$ cat config.mk
export PLATFORM = sky130hd
export DESIGN_NAME = pipe_inst_sequencer_flat
export DESIGN_NICKNAME = d
export VERILOG_FILES = /design/src/rtl/pipe_inst_sequencer_pkg.sv /design/src/rtl/pipe_inst_sequencer_if.sv /design/src/rtl/pipe_prog_ram.sv /design/src/rtl/pipe_inst_sequencer.sv /design/src/flat_wrapper.sv
export VERILOG_INCLUDE_DIRS = /design/src /design/src/rtl
export SDC_FILE = /design/constraint.sdc
export NUM_CORES = 1
export LEC_CHECK = 0
export CAP_MARGIN = 0
export CORE_MARGIN = 2
export CORE_UTILIZATION = 30
export CTS_CLUSTER_SIZE = 25
export DETAILED_ROUTE_END_ITERATION = 8
export SLEW_MARGIN = 0
export SYNTH_ARGS = -nofsm -noshare
export SYNTH_HDL_FRONTEND = slang
export SYNTH_SLANG_ARGS = --single-unit
$ cat constraint.sdc
create_clock -name clk -period 2.6 [get_ports clk]
set_input_delay 0.52 -clock clk [delete_from_list [all_inputs] [get_ports clk]]
set_output_delay 0.52 -clock clk [all_outputs]
set_load 0.005 [all_outputs]
$ cat src/rtl/pipe_defs.vh
// Shared opcode values for the pipeline block
// and everything that issues into it.
`ifndef PIPE_DEFS_VH
`define PIPE_DEFS_VH
`define NOP   8'h00
`define MEM1  8'h01
`define MEM2  8'h02
`define ADD   8'h03
`define MULT  8'h04
`define WRITE 8'h05
`endif

$ cat src/rtl/pipe_inst_sequencer_pkg.sv
// pipe_inst_sequencer shared types and helpers
// Opcode values come from the shared pipe_defs.vh.
package pipe_inst_sequencer_pkg;
`include "pipe_defs.vh"

    typedef logic [7:0] op_t;

    localparam op_t OP_NOP   = `NOP;
    localparam op_t OP_MEM1  = `MEM1;
    localparam op_t OP_MEM2  = `MEM2;
    localparam op_t OP_ADD   = `ADD;
    localparam op_t OP_MULT  = `MULT;
    localparam op_t OP_WRITE = `WRITE;

    function automatic logic is_write(input op_t op);
        return op == OP_WRITE;
    endfunction
endpackage

$ cat src/rtl/pipe_inst_sequencer_if.sv
// pipe_inst_sequencer program/issue bus
// master = controller side, slave = sequencer.
interface pipe_inst_sequencer_if #(
    parameter int AW = 4
);
    logic          prog_we;
    logic [AW-1:0] prog_addr;
    logic [7:0]    prog_data;
    logic [AW:0]   len;
    logic [7:0]    loops;
    logic          start;
    logic          hold;
    logic [7:0]    inst;
    logic          busy;
    logic          done;
    logic [AW-1:0] pc;

    modport master (
        output prog_we, prog_addr, prog_data,
        output len, loops, start, hold,
        input  inst, busy, done, pc
    );

    modport slave (
        input  prog_we, prog_addr, prog_data,
        input  len, loops, start, hold,
        output inst, busy, done, pc
    );
endinterface

$ cat src/rtl/pipe_prog_ram.sv
// pipe_prog_ram: DEPTHx8 opcode store
// One sync write port, one async read port.
module pipe_prog_ram
    import pipe_inst_sequencer_pkg::*;
#(
    parameter int DEPTH = 16,
    parameter int AW    = $clog2(DEPTH)
) (
    input  logic          clk,
    input  logic          we_i,
    input  logic [AW-1:0] waddr_i,
    input  op_t           wdata_i,
    input  logic [AW-1:0] raddr_i,
    output op_t           rdata_o
);
    op_t mem_q [DEPTH];

    // write port; contents survive reset
    always_ff @(posedge clk) begin
        if (we_i) mem_q[waddr_i] <= wdata_i;
    end

    assign rdata_o = mem_q[raddr_i];
endmodule

$ cat src/rtl/pipe_inst_sequencer.sv
// pipe_inst_sequencer: issues a stored program
// into the pipeline with WRITE drain and hold.
module pipe_inst_sequencer
    import pipe_inst_sequencer_pkg::*;
#(
    parameter int DEPTH     = 16,
    parameter int AW        = $clog2(DEPTH),
    parameter int WRITE_GAP = 3
) (
    input logic clk,
    input logic resetn,
    pipe_inst_sequencer_if.slave bus
);
    localparam logic [1:0] IDLE  = 2'd0;
    localparam logic [1:0] ISSUE = 2'd1;
    localparam logic [1:0] GAP   = 2'd2;
    localparam logic [1:0] DONE  = 2'd3;

    localparam logic [AW:0] LEN_MAX = (AW+1)'(DEPTH);
    localparam logic [2:0]  GAP_N   = 3'(WRITE_GAP);

    logic [1:0]    state_q, state_d;
    op_t           inst_q, inst_d;
    logic [AW-1:0] pc_q, pc_d;
    logic [AW:0]   len_q, len_d;
    logic [7:0]    loop_q, loop_d;
    logic [2:0]    gap_q, gap_d;
    logic          pend_q, pend_d;

    op_t  op;
    logic go, at_end, last, wr_gap;

    pipe_prog_ram #(
        .DEPTH (DEPTH),
        .AW    (AW)
    ) u_ram (
        .clk     (clk),
        .we_i    (bus.prog_we),
        .waddr_i (bus.prog_addr),
        .wdata_i (bus.prog_data),
        .raddr_i (pc_q),
        .rdata_o (op)
    );

    assign go     = (state_q == ISSUE) && !bus.hold;
    assign at_end = {1'b0, pc_q} == (len_q - 1'b1);
    assign last   = at_end && (loop_q == 8'd1);
    assign wr_gap = is_write(op) && (GAP_N != 3'd0);

    // state and datapath registers
    always_ff @(posedge clk or negedge resetn) begin
        if (!resetn) begin
            state_q <= IDLE;
            inst_q  <= OP_NOP;
            pc_q    <= '0;
            len_q   <= '0;
            loop_q  <= '0;
            gap_q   <= '0;
            pend_q  <= 1'b0;
        end else begin
            state_q <= state_d;
            inst_q  <= inst_d;
            pc_q    <= pc_d;
            len_q   <= len_d;
            loop_q  <= loop_d;
            gap_q   <= gap_d;
            pend_q  <= pend_d;
        end
    end

    // next-state: the drain gap is honoured before DONE
    always_comb begin
        state_d = state_q;
        unique case (state_q)
            IDLE: begin
                if (bus.start) state_d = ISSUE;
            end
            ISSUE: begin
                if (go) begin
                    if (wr_gap)    state_d = GAP;
                    else if (last) state_d = DONE;
                end
            end
            GAP: begin
                if (gap_q == 3'd1)
                    state_d = pend_q ? DONE : ISSUE;
            end
            DONE: begin
                state_d = IDLE;
            end
            default: state_d = IDLE;
        endcase
    end

    // datapath next values: issue, pc walk, loop and gap counts
    always_comb begin
        inst_d = OP_NOP;
        pc_d   = pc_q;
        len_d  = len_q;
        loop_d = loop_q;
        gap_d  = gap_q;
        pend_d = pend_q;
        unique case (1'b1)
            (state_q == IDLE): begin
                if (bus.start) begin
                    len_d = ((bus.len == '0) ||
                             (bus.len > LEN_MAX))
                          ? LEN_MAX : bus.len;
                    loop_d = (bus.loops == 8'd0)
                           ? 8'd1 : bus.loops;
                    pc_d   = '0;
                    pend_d = 1'b0;
                end
            end
            (state_q == ISSUE): begin
                if (go) begin
                    inst_d = op;
                    if (at_end) begin
                        pc_d   = '0;
                        loop_d = loop_q - 8'd1;
                    end else begin
                        pc_d = pc_q + 1'b1;
                    end
                    if (wr_gap) begin
                        gap_d  = GAP_N;
                        pend_d = last;
                    end
                end
            end
            (state_q == GAP): begin
                gap_d = gap_q - 3'd1;
            end
            default: begin
            end
        endcase
    end

    // outputs
    always_comb begin
        bus.inst = inst_q;
        bus.busy = (state_q != IDLE);
        bus.done = (state_q == DONE);
        bus.pc   = pc_q;
    end
endmodule
$ cat src/flat_wrapper.sv
// flat-port wrapper written by rule: the top's interface ports become plain ports
module pipe_inst_sequencer_flat import pipe_inst_sequencer_pkg::*;
#(
    parameter int DEPTH     = 16,
    parameter int AW        = $clog2(DEPTH),
    parameter int WRITE_GAP = 3
)
  (clk, resetn, bus_prog_we, bus_prog_addr, bus_prog_data, bus_len, bus_loops, bus_start, bus_hold, bus_inst, bus_busy, bus_done, bus_pc);
  pipe_inst_sequencer_if #(.AW(AW)) bus_i ();
  input logic clk;
  input logic resetn;
  input wire logic [$bits(bus_i.prog_we)-1:0] bus_prog_we;
  input wire logic [$bits(bus_i.prog_addr)-1:0] bus_prog_addr;
  input wire logic [$bits(bus_i.prog_data)-1:0] bus_prog_data;
  input wire logic [$bits(bus_i.len)-1:0] bus_len;
  input wire logic [$bits(bus_i.loops)-1:0] bus_loops;
  input wire logic [$bits(bus_i.start)-1:0] bus_start;
  input wire logic [$bits(bus_i.hold)-1:0] bus_hold;
  output wire logic [$bits(bus_i.inst)-1:0] bus_inst;
  output wire logic [$bits(bus_i.busy)-1:0] bus_busy;
  output wire logic [$bits(bus_i.done)-1:0] bus_done;
  output wire logic [$bits(bus_i.pc)-1:0] bus_pc;
  assign bus_i.prog_we = bus_prog_we;
  assign bus_i.prog_addr = bus_prog_addr;
  assign bus_i.prog_data = bus_prog_data;
  assign bus_i.len = bus_len;
  assign bus_i.loops = bus_loops;
  assign bus_i.start = bus_start;
  assign bus_i.hold = bus_hold;
  assign bus_inst = bus_i.inst;
  assign bus_busy = bus_i.busy;
  assign bus_done = bus_i.done;
  assign bus_pc = bus_i.pc;
  pipe_inst_sequencer #(.DEPTH(DEPTH), .AW(AW), .WRITE_GAP(WRITE_GAP)) u_core (.clk(clk), .resetn(resetn), .bus(bus_i));
endmodule
==> results summary, run 1 <==
Of the post-synthesis cell area, the dominant cell type holds 57.3%. Detailed routing inserted a total of 3,943 vias. The total core area came out at about 22,000 um^2. The compound-gate portion of the synthesized area is about 6.8%. The repair_antennas step left the layout with diodes totalling 0. At the later pin of the worst-skew pair, clock insertion delay measures roughly 0.43 ns. The number of primary I/O pins is 44. The via count of the first global-routing pass is 4,063. The post-synthesis simple-gate area fraction came out at roughly 8%.

By count the netlist is led by sky130_fd_sc_hd__edfxtp_1, sky130_fd_sc_hd__nor2_1, sky130_fd_sc_hd__dfrtp_1. Clock skew on the completed layout was measured at between 0.007 and 0.008 ns. The final-layout worst hold slack is approximately 0.49 ns. In this run, distinct cell masters in the synthesized netlist total 47. The power per standard cell area is 991 nW/um^2. The post-route DRC violation count is 0. The critical path is of the flip-flop to flip-flop type. The area of the die is approximately 24,000 um^2. The floorplan has 54 rows. Dividing the detail-routed wire length by the instance count gives 18.0 um. The multiplexer area fraction after synthesis is 11.5%. For this run, the register share of the synthesized area comes to 68.9%. The initial antenna violation count came out at 0. The detail-routed via count per cell is 4.95. The initial utilization of the core area, before any placement, comes to a little over 30%. From left edge to right edge, the die measures approximately 150 um. The cell type contributing the most total cell area after synthesis is sky130_fd_sc_hd__edfxtp_1. The tool flagged a number of max-cap violations equal to 0. After synthesis, the largest family of logic cells by area is multiplexers. The final RePlAce weighted congestion came out at 0.779. After synthesis the netlist holds a flip-flop and latch count of roughly 160. The total count of hold-check failures in the final report came out at 0. The mapped netlist covers 6700 um^2. The aggregate negative setup slack is 0 ns. Timing would allow up to around 0.40 GHz. The pre-CTS worst setup slack came out at ~0.0055 ns.

The launching element type of the critical path is a flip-flop. Setup violations remaining at the end of the flow were counted as 0. The violation count after the first detailed-routing iteration came out at 367.

The final instance area is ~8400 um^2. The critical path arrival came out at about 2.8 ns. After Yosys synthesis, full adders, half adders and majority gates account for 1.31% of the synthesized area. The clock transition at the registers of the reported paths is 0.06 ns. The highest fanout seen on the critical path came out at 17.

The H-tree was split into 4 levels. The library cell with the highest instance count after synthesis is sky130_fd_sc_hd__edfxtp_1. The max-slew violation count is 0. In this run, synthesis inferred ~130 flip-flops with an integrated enable. The overall fraction of global-route tracks in use is ~13%. In the post-synthesis netlist, the biggest area contributors are sky130_fd_sc_hd__edfxtp_1, sky130_fd_sc_hd__dfrtp_1, sky130_fd_sc_hd__mux4_2. The vertical extent of the die is ~150 um. The global-route wire length before repair came out at roughly 23,000 um. The placed wire-length estimate after detailed placement is 9650 um.

The number of hold buffers added after cts came out at 0. The average cell area after synthesis is between 15 and 20 um^2. The flow ran to the end, and the final reports show no timing, DRC or antenna violations. The number of nets in the layout came out at between 500 and 600. The synthesized netlist cell count is between 400 and 500.

VDD sags by at most 0.000548 V. The worst endpoint required time came out at around 2.9 ns. The TritonCTS clock tree is built. The final worst-path cycle share is 95.7%. The area added between synthesis and finish is 24.7%. Headroom to the max-slew limit came out at between 60% and 70%.

The remaining global-route overflow came out at 0. The worst setup path is captured at a flip-flop. The final antenna-violating net count came out at 0. The number of warnings issued by yosys is 0. The fraction of layout cells with a size suffix above 1 came out at about a fifth. The min-delay analysis places its worst path in the category flip-flop to flip-flop. The pin count of the biggest net entering global routing is 32. The async set or reset register ratio after synthesis is between 15 and 20%. The total clock sinks came out at 159. Summing the areas of all xor and xnor instances in the mapped netlist gives less than 1% of the synthesized area. In this run the deepest clock path goes through 2 buffers.

The leakage component of the power came out at 2.87 nW. The slew of the pin with the lowest slew margin is roughly 0.57 ns. The final routed wirelength across all metal layers is ~14,000 um. When the netlist entered floorplanning its net count stood at 453. The overall power of the completed layout came out at 0.00829 W.

The root buffer cell chosen for the clock tree is sky130_fd_sc_hd__clkbuf_16. After detailed placement, the total cell area comes to a little under 8000 um^2. The first detailed-routing pass took 4 iterations. The TritonCTS buffer count came out at 17. The number of I/O port buffers is 43. Among all flip-flop cells after synthesis, the most frequent one is sky130_fd_sc_hd__edfxtp_1. For the finished layout, the period the worst path requires is about 2.5 ns. Setup slack closes at ~0.11 ns.
-- worst max-delay path, cell delays in order (launching register included) --
cell and delay [ns]:
sky130_fd_sc_hd__dfrtp_2 0.37, sky130_fd_sc_hd__buf_12 0.19, sky130_fd_sc_hd__buf_12 0.16, sky130_fd_sc_hd__mux4_2 0.53
sky130_fd_sc_hd__a221oi_4 0.34, sky130_fd_sc_hd__nand4b_1 0.23, sky130_fd_sc_hd__or3_4 0.40, sky130_fd_sc_hd__o31ai_4 0.17
-- cells by family (layout without fill, tap and decap cells) --
group	Yosys count	in the layout
AO/OA/AOI/OAI	62	62
AND/OR/NAND/NOR	110	110
flip-flops	159	159
XOR/XNOR	7	7
multiplexers	43	43
adder cells (fa/ha/maj)	7	7
buffers and inverters	28	129
-- path summary, 6_finish.rpt --
| check | start | endpoint | slack (ns) | cells after the start |
|---|---|---|---|---|
| worst max-delay path | u_core.bus.pc[0] | u_core.gap_q[0] | 0.11 | 7 |
| worst min-delay path | u_core.gap_q[1] | u_core.gap_q[1] | 0.49 | 1 |
| worst max register to register | u_core.bus.pc[0] | u_core.gap_q[0] | 0.11 | 7 |
| worst min register to register | u_core.gap_q[1] | u_core.gap_q[1] | 0.49 | 1 |
| max in group asynchronous | resetn | u_core.bus.pc[0] | 1.77 | 2 |
| min in group asynchronous | resetn | u_core.loop_q[2] | 0.50 | 2 |
-- flip-flops by register name (all words and copies together) (netlist names) --
name                cells
u_core.u_ram.mem_q    128
u_core.pend_q           1
u_core.len_q            5
u_core.loop_q           8
u_core.bus.inst         8
u_core.gap_q            3
u_core.state_q          2
u_core.bus.pc           4
-- timing repair --
item	4_1_cts	5_1_grt
setup buffers	0	0
resized for setup	1	5
endpoints found under the hold margin	0	0
pin swaps	0	2
setup endpoints to repair	1	4
-- where the power goes --
part	total [W]	switching [W]	leakage [nW]	internal (W)
clock	0.00249	0.000987	0.272	0.00150
combinational	0.00263	0.00126	1.05	0.00137
sequential	0.00317	0.000178	1.54	0.00299
total	0.00829	0.00242	2.87	0.00586
-- layer usage --
layer / global-route usage [%] / share of wire [%] / vias to the layer above
met5: 0 / 0 / -
met4: 5.90 / 2.3 / 0
met3: 2.92 / 6.1 / 20
met2: 19.9 / 47 / 105
met1: 16.8 / 45 / 2009
li1: - / - / 1809
-- cell type report --
cell class                      count  area (um^2)
Sequential cell                   159         4620
Clock inverter                     15          171
Inverter                           11         41.3
Clock buffer                       17          425
Timing Repair Buffer               86          798
Tap cell                          280          350
Multi-Input combinational cell    229         1950
Fill cell                        2036        13500
-- cell usage in the layout, fill, tap and decap left out, types with 4 or more instances in the layout --
cell,Yosys,routed
sky130_fd_sc_hd__nand2b_1,8,8
sky130_fd_sc_hd__nand2_1,19,19
sky130_fd_sc_hd__nor2b_1,6,6
sky130_fd_sc_hd__buf_4,1,39
sky130_fd_sc_hd__edfxtp_1,128,128
sky130_fd_sc_hd__dfrtp_1,31,30
sky130_fd_sc_hd__and2_1,4,4
sky130_fd_sc_hd__inv_1,11,11
sky130_fd_sc_hd__nor2_1,34,34
sky130_fd_sc_hd__clkinvlp_4,0,5
sky130_fd_sc_hd__mux4_2,27,27
sky130_fd_sc_hd__nand3b_1,4,4
sky130_fd_sc_hd__nand3_1,8,7
sky130_fd_sc_hd__a221oi_1,7,7
sky130_fd_sc_hd__a21oi_1,10,10
sky130_fd_sc_hd__a22o_1,4,4
sky130_fd_sc_hd__nor3_1,15,15
sky130_fd_sc_hd__clkbuf_16,0,17
sky130_fd_sc_hd__o21ai_1,8,8
sky130_fd_sc_hd__ha_1,7,7
sky130_fd_sc_hd__xnor2_1,5,5
sky130_fd_sc_hd__a2bb2oi_1,5,5
sky130_fd_sc_hd__o21ai_0,8,8
sky130_fd_sc_hd__clkdlybuf4s50_1,0,43
sky130_fd_sc_hd__mux2i_1,16,16
-- per-stage QoR --
| stage | cells | util [%] |
|---|---|---|
| CTS | 797 | 38.1 |
| finish | 797 | 38.2 |
| detailed placement | 765 | 35.3 |
| floorplan | 416 | - |
| global route | 797 | 38.2 |
| global placement | 765 | 35.3 |
Note: power is estimated with default switching activity, not from simulation.
==> run 2: changes to the inputs <==
--- a/config.mk
+++ b/config.mk
@@ -11,6 +11,7 @@
 export CORE_UTILIZATION = 30
 export CTS_CLUSTER_SIZE = 25
 export DETAILED_ROUTE_END_ITERATION = 8
+export SKIP_LAST_GASP = 1
 export SLEW_MARGIN = 0
 export SYNTH_ARGS = -nofsm -noshare
 export SYNTH_HDL_FRONTEND = slang
==> results of run 2 <==
No change in the layout: final DEF, timing and power equal those of run 1.
==> RTL edit 1, RTL diff (flow settings as in run 2) <==
Take the reset off `pc_q` and load it in a clocked block of its own.
--- a/src/rtl/pipe_inst_sequencer.sv
+++ b/src/rtl/pipe_inst_sequencer.sv
@@ -52,7 +52,6 @@
         if (!resetn) begin
             state_q <= IDLE;
             inst_q  <= OP_NOP;
-            pc_q    <= '0;
             len_q   <= '0;
             loop_q  <= '0;
             gap_q   <= '0;
@@ -60,12 +59,15 @@
         end else begin
             state_q <= state_d;
             inst_q  <= inst_d;
-            pc_q    <= pc_d;
             len_q   <= len_d;
             loop_q  <= loop_d;
             gap_q   <= gap_d;
             pend_q  <= pend_d;
         end
+    end
+
+    always_ff @(posedge clk) begin
+        pc_q <= pc_d;
     end
 
     // next-state: the drain gap is honoured before DONE
Formal check against the unedited RTL: differs if resetn is asserted again (counterexample within 4 cycles, from zero or initial values and one cycle with resetn low); with resetn held inactive, the same outputs for 4 cycles.
==> RTL edit 1 against run 2 <==
  * Sequential cell count up 4
  * Setup slack lost 40 ps
  * Clock skew up 1.1 ps
  * Largest cell class unchanged
  * Cell area is 4.4% higher
  * Critical path type unchanged
  * Core utilization rose by 0.25 points
  * Total power increased by 8.1%
  * Synthesized area up 3.7%
  * Routed wire length increased by 7.8%
  * Critical path depth is 1 higher
  * Combinational power is 16% higher
==> RTL edit 1: results (changes against run 2) <==
** STA
- Least-Margin Pin Slew :: 633 ps (+61.0 ps)
- Minimum hold slack :: 457 ps (-36.9 ps)
- Largest clock skew in the final design :: 8.72 ps (+1.07 ps)

** Final layout
- The register area is 4720 um2 (+2.2%).
- Count of multi-input gates :: 263 (+15%)
- Proportion of layout cells with a drive suffix above 1 :: 0.211 (-0.00224)
- Final-layout clock-cell area share :: 0.0702 (-0.00115)
- Layout buffer count excluding clock buffers :: 99 (+15%)
- The non-clock inverter total of the final layout is 13 (+2).
- The non-clock buffer share of cell area was 0.102 (+0.00614).
- Final #Nets :: 594 (+9.8%)
- Multi-input combinational area share :: 0.241 (+0.00703)

** Global route
- Maximum number of pins on one net before global-route repair :: 28 (-13%)
- The global routing usage on met2 is 0.205 (+0.00628).
- Global routing met3 resource utilization :: 0.0392 (+0.00996)
- GR Layer Usage met1 :: 0.179 (+0.0109)
- Global-route wire length before repair :: 23900 um (+5.9%)
- Tot GR Track Use :: 0.132 (+0.00526)

** Synth
- The fraction of synthesis flops using an asynchronous set or reset pin came to 0.166 (-0.0293).
- Post-synthesis cell count :: 457 (+9.9%)
- Syn Nets :: 494 (+9.1%)
- The adder-cell share of the synthesized area came to 0.0126 (-0.000461).
- Post-synthesis share of cell area spent on xor and xnor gates :: 0.0101 (+0.000938)
- The share of the yosys chip area belonging to registers is 0.679 (-0.00991).
- The number of enable-type register cells in the synthesized netlist was 132 (+3.1%).
- The distinct cell type count after synthesis is 60 (+28%).
- Leading cell types by count after synthesis :: sky130_fd_sc_hd__edfxtp_1 (132), sky130_fd_sc_hd__nor2_1 (38), sky130_fd_sc_hd__dfrtp_1 (27)

** Pwr
- The part of the total power dissipated in sequential elements is 0.377 (-0.006).
- The switching power of the nets came to 2.92 mW (+20%).
- Max rail drop VDD :: 0.508 mV (-7.3%)
- The power attributed to the clock group was 2.54 mW (+2%).
- The leakage component of the power is 3.13 nW (+9.4%).

** Clocking
- The clock sink count came to 163 (+2.5%).

** Worst setup path
- Register-to-register path setup slack :: 70 ps (-40 ps)
- Delay of the slowest cell on the worst path :: 550 ps (+20 ps)

** Detailed routing
- Total number of vias :: 4241 (+7.6%)
- The routed length on met3 is 787 um (-11%).
- The routed wire length was 15500 um (+7.8%).

** Outcome
- The run finished with clean final reports.

** Placed design
- Number of cells after detailed placement :: 820 (+7.2%)

** Worst hold path
- The path class of the tightest hold or removal check is primary input to async pin.
## RTL edit 1: changes by cell type after synthesis, moves of 6 or more
| cell | change |
|---|---|
| sky130_fd_sc_hd__o21ai_0 | +10 |
| sky130_fd_sc_hd__o21ai_1 | -7 |
| sky130_fd_sc_hd__nand2_1 | +6 |
| sky130_fd_sc_hd__mux4_2 | -16 |
| sky130_fd_sc_hd__mux4_1 | +9 |
| sky130_fd_sc_hd__mux2i_1 | +8 |
## RTL edit 1: metrics by stage
step                total power [mW]  worst slack, ps  area, um2
finish                          8.96             71.0       8730
global placement                6.22             36.9       8020
global route                    9.41            -22.2       8730
floorplan                       5.20              189       6950
CTS                             8.85             4.39       8640
detailed placement              6.28            -47.8       8020
## RTL edit 1: timing repair
item	4_1_cts	5_1_grt
setup endpoints to repair	2	5
gates resized for setup	2	16
setup buffers	0	3
pin swaps	1	4
endpoints found under the hold margin	0	0
hold buffers	0	0
==> RTL edit 2, RTL diff (settings of run 2) <==
Made on the original files. `DEPTH` is set to 16 in 3 places; all go to 32.
--- a/src/rtl/pipe_prog_ram.sv
+++ b/src/rtl/pipe_prog_ram.sv
@@ -3,7 +3,7 @@
 module pipe_prog_ram
     import pipe_inst_sequencer_pkg::*;
 #(
-    parameter int DEPTH = 16,
+    parameter int DEPTH = 32,
     parameter int AW    = $clog2(DEPTH)
 ) (
     input  logic          clk,
--- a/src/rtl/pipe_inst_sequencer.sv
+++ b/src/rtl/pipe_inst_sequencer.sv
@@ -3,7 +3,7 @@
 module pipe_inst_sequencer
     import pipe_inst_sequencer_pkg::*;
 #(
-    parameter int DEPTH     = 16,
+    parameter int DEPTH     = 32,
     parameter int AW        = $clog2(DEPTH),
     parameter int WRITE_GAP = 3
 ) (
--- a/src/flat_wrapper.sv
+++ b/src/flat_wrapper.sv
@@ -1,7 +1,7 @@
 // flat-port wrapper written by rule: the top's interface ports become plain ports
 module pipe_inst_sequencer_flat import pipe_inst_sequencer_pkg::*;
 #(
-    parameter int DEPTH     = 16,
+    parameter int DEPTH     = 32,
     parameter int AW        = $clog2(DEPTH),
     parameter int WRITE_GAP = 3
 )
Ports: changed (resized bus_len, bus_pc and bus_prog_addr); port bits go from 44 to 47. No check against the original RTL was run, so the function may have changed too.
==> RTL edit 2 against run 2 <==
  * The flow now finishes with violations (negative setup slack)
  * Routed wire length is 96% higher
  * Non-clock buffer count is 93 higher
  * Sequential share of layout area is 1.7 points higher
  * First-iteration DRC count is 12% higher
  * Total power is 83% higher
  * Sequential cell count is 130 higher
  * Setup slack worse by 320 ps
  * Die area is 73% higher
  * Global-route usage is 1.1 points higher
  * Combinational power is 91% higher
  * Cell area is 79% higher
  * Critical path depth is 2 higher
  * Synthesized area is 75% higher
  * Clock power is 85% higher
  * Critical endpoint is now u_core.gap_q[2]
==> RTL edit 2: results (changes against run 2) <==
** Outcome
- Run status :: finished, violations left
- The checks that failed: negative setup slack.

** Synth
- Post-synthesis average cell area :: 17.5 um2 (+8.7%)
- In the synthesized netlist, the cells that appear most often are sky130_fd_sc_hd__edfxtp_1 (256), sky130_fd_sc_hd__nor2_1 (57), sky130_fd_sc_hd__mux4_2 (44).
- Register area share after synthesis :: 0.727 (+0.0376)
- The mapped cell area came to 11700 um2 (+75%).
- The number of enable-type register cells in the synthesized netlist was 256 (+100%).
- The number of nets produced by synthesis was 707 (+56%).
- After synthesis, the cell types taking the most area are sky130_fd_sc_hd__edfxtp_1 (66%), sky130_fd_sc_hd__mux4_2 (8.5%), sky130_fd_sc_hd__dfrtp_1 (7.0%).

** Worst hold path
- The worst hold path belongs to the class primary input to async pin.

** STA
- The tightest hold margin is 412 ps (-81.8 ps).
- Total Negative Setup Slacks :: -931 ps (-931 ps)
- Number of setup violations in the final report :: 7 (+7)
- Setup WS post-layout :: -212 ps (-323 ps)
- Max-slew headroom :: 0.468 (-0.149)
- Largest clock skew in the final design :: 16.9 ps (+9.21 ps)

** Worst setup path
- Among all stages on the critical path, the largest delay is contributed by sky130_fd_sc_hd__dfrtp_4.
- Data arrival time of the critical path :: 3250 ps (+420 ps)
- Max Fanout on Critical Path :: 4 (-13)

** Detailed routing
- Initial DRT Pass Iterations :: 7 (+3)
- Mean routed wirelength per cell :: 20.1 um (+12%)
- The DRC marker count from the first detailed-route iteration is 411 (+12%).
- Total routed wirelength :: 28100 um (+96%)
- Total number of vias :: 6722 (+70%)

** Clocking
- CTS sink cnt :: 289 (+82%)
- Insertion delay of the later-clocked pin in the worst-skew pair :: 560 ps (+130 ps)
- CTS Buf Count :: 30 (+13)
- The maximum root-to-sink buffer count came to 3 (+1).
- The depth of the CTS H-tree was 1 (-3).

** Final layout
- Final #Nets :: 889 (+64%)
- The number of filler instances in the final layout is 3595 (+77%).
- The share of layout cells above drive strength 1 was 0.293 (+0.0798).
- Final-layout clock-cell area share :: 0.0719 (+0.000526)
- Max FFs per register :: 256 (+100%)
- The number of buffers other than clock buffers in the final layout was 179 (+110%).

** Global route
- Global-route wire length before repair :: 42600 um (+89%)
- The via count of the first global-routing pass is 6871 (+69%).
- Tot GR Track Use :: 0.138 (+0.0106)

** Pwr
- The leakage component of the power was 5.12 nW (+79%).

** Placed design
- The detailed placer's ending HPWL is 18700 um (+94%).
- Post-placement setup slack :: -327 ps (-332 ps)
- The number of buffers added on ports was 46 (+7.0%).
[RTL edit 2: final timing paths]
path / startpoint / endpoint / cells after the start
min in group clk: u_core.len_q[5] / u_core.len_q[5] / 2
min: resetn / u_core.bus.inst[7] / 1
max in group asynchronous: resetn / u_core.len_q[4] / 2
max: u_core.bus.pc[0] / u_core.gap_q[2] / 9
max reg2reg: u_core.bus.pc[0] / u_core.gap_q[2] / 9
min reg2reg: u_core.len_q[5] / u_core.len_q[5] / 2
[RTL edit 2: kinds of logic (layout without fill, tap and decap cells)]
| kind of cell | count (synthesis) | count (layout) | synth area share |
|---|---|---|---|
| simple gates | 141 | 141 | 0.0609 |
| mux | 81 | 81 | 0.122 |
| buf+inv | 40 | 246 | 0.0179 |
| xor+xnor | 8 | 8 | 0.00598 |
| fa+ha+maj | 6 | 6 | 0.00641 |
| flops | 289 | 289 | 0.727 |
| compound gates | 104 | 104 | 0.0603 |
[RTL edit 2: where the power goes]
group,total [mW],switching (mW),internal [mW]
combinational,5.02,2.40,2.62
sequential,5.51,0.204,5.30
clock,4.61,1.83,2.78
[RTL edit 2: worst max-delay path, delay by kind of cell (launching register included)]
family | cells | cell delay [ps]
AND/OR/NAND/NOR | 2 | 650
flip-flops | 1 | 520
multiplexers | 1 | 410
AO/OA/AOI/OAI | 3 | 730
buffers and inverters | 3 | 410
[RTL edit 2: layer usage]
layer / share of wire / track usage / vias to the layer above
li1: - / - / 3045
met1: 0.45 / 0.191 / 3438
met2: 0.48 / 0.225 / 208
met3: 0.061 / 0.0253 / 31
met4: 0.017 / 0.0310 / 0
met5: 0 / 0 / -
[RTL edit 2: what timing repair did]
item	in CTS	in global routing
setup buffers	14	1
endpoints found under the setup margin	7	11
pin swaps	18	1
gates resized for setup	19	2
gates cloned	1	0
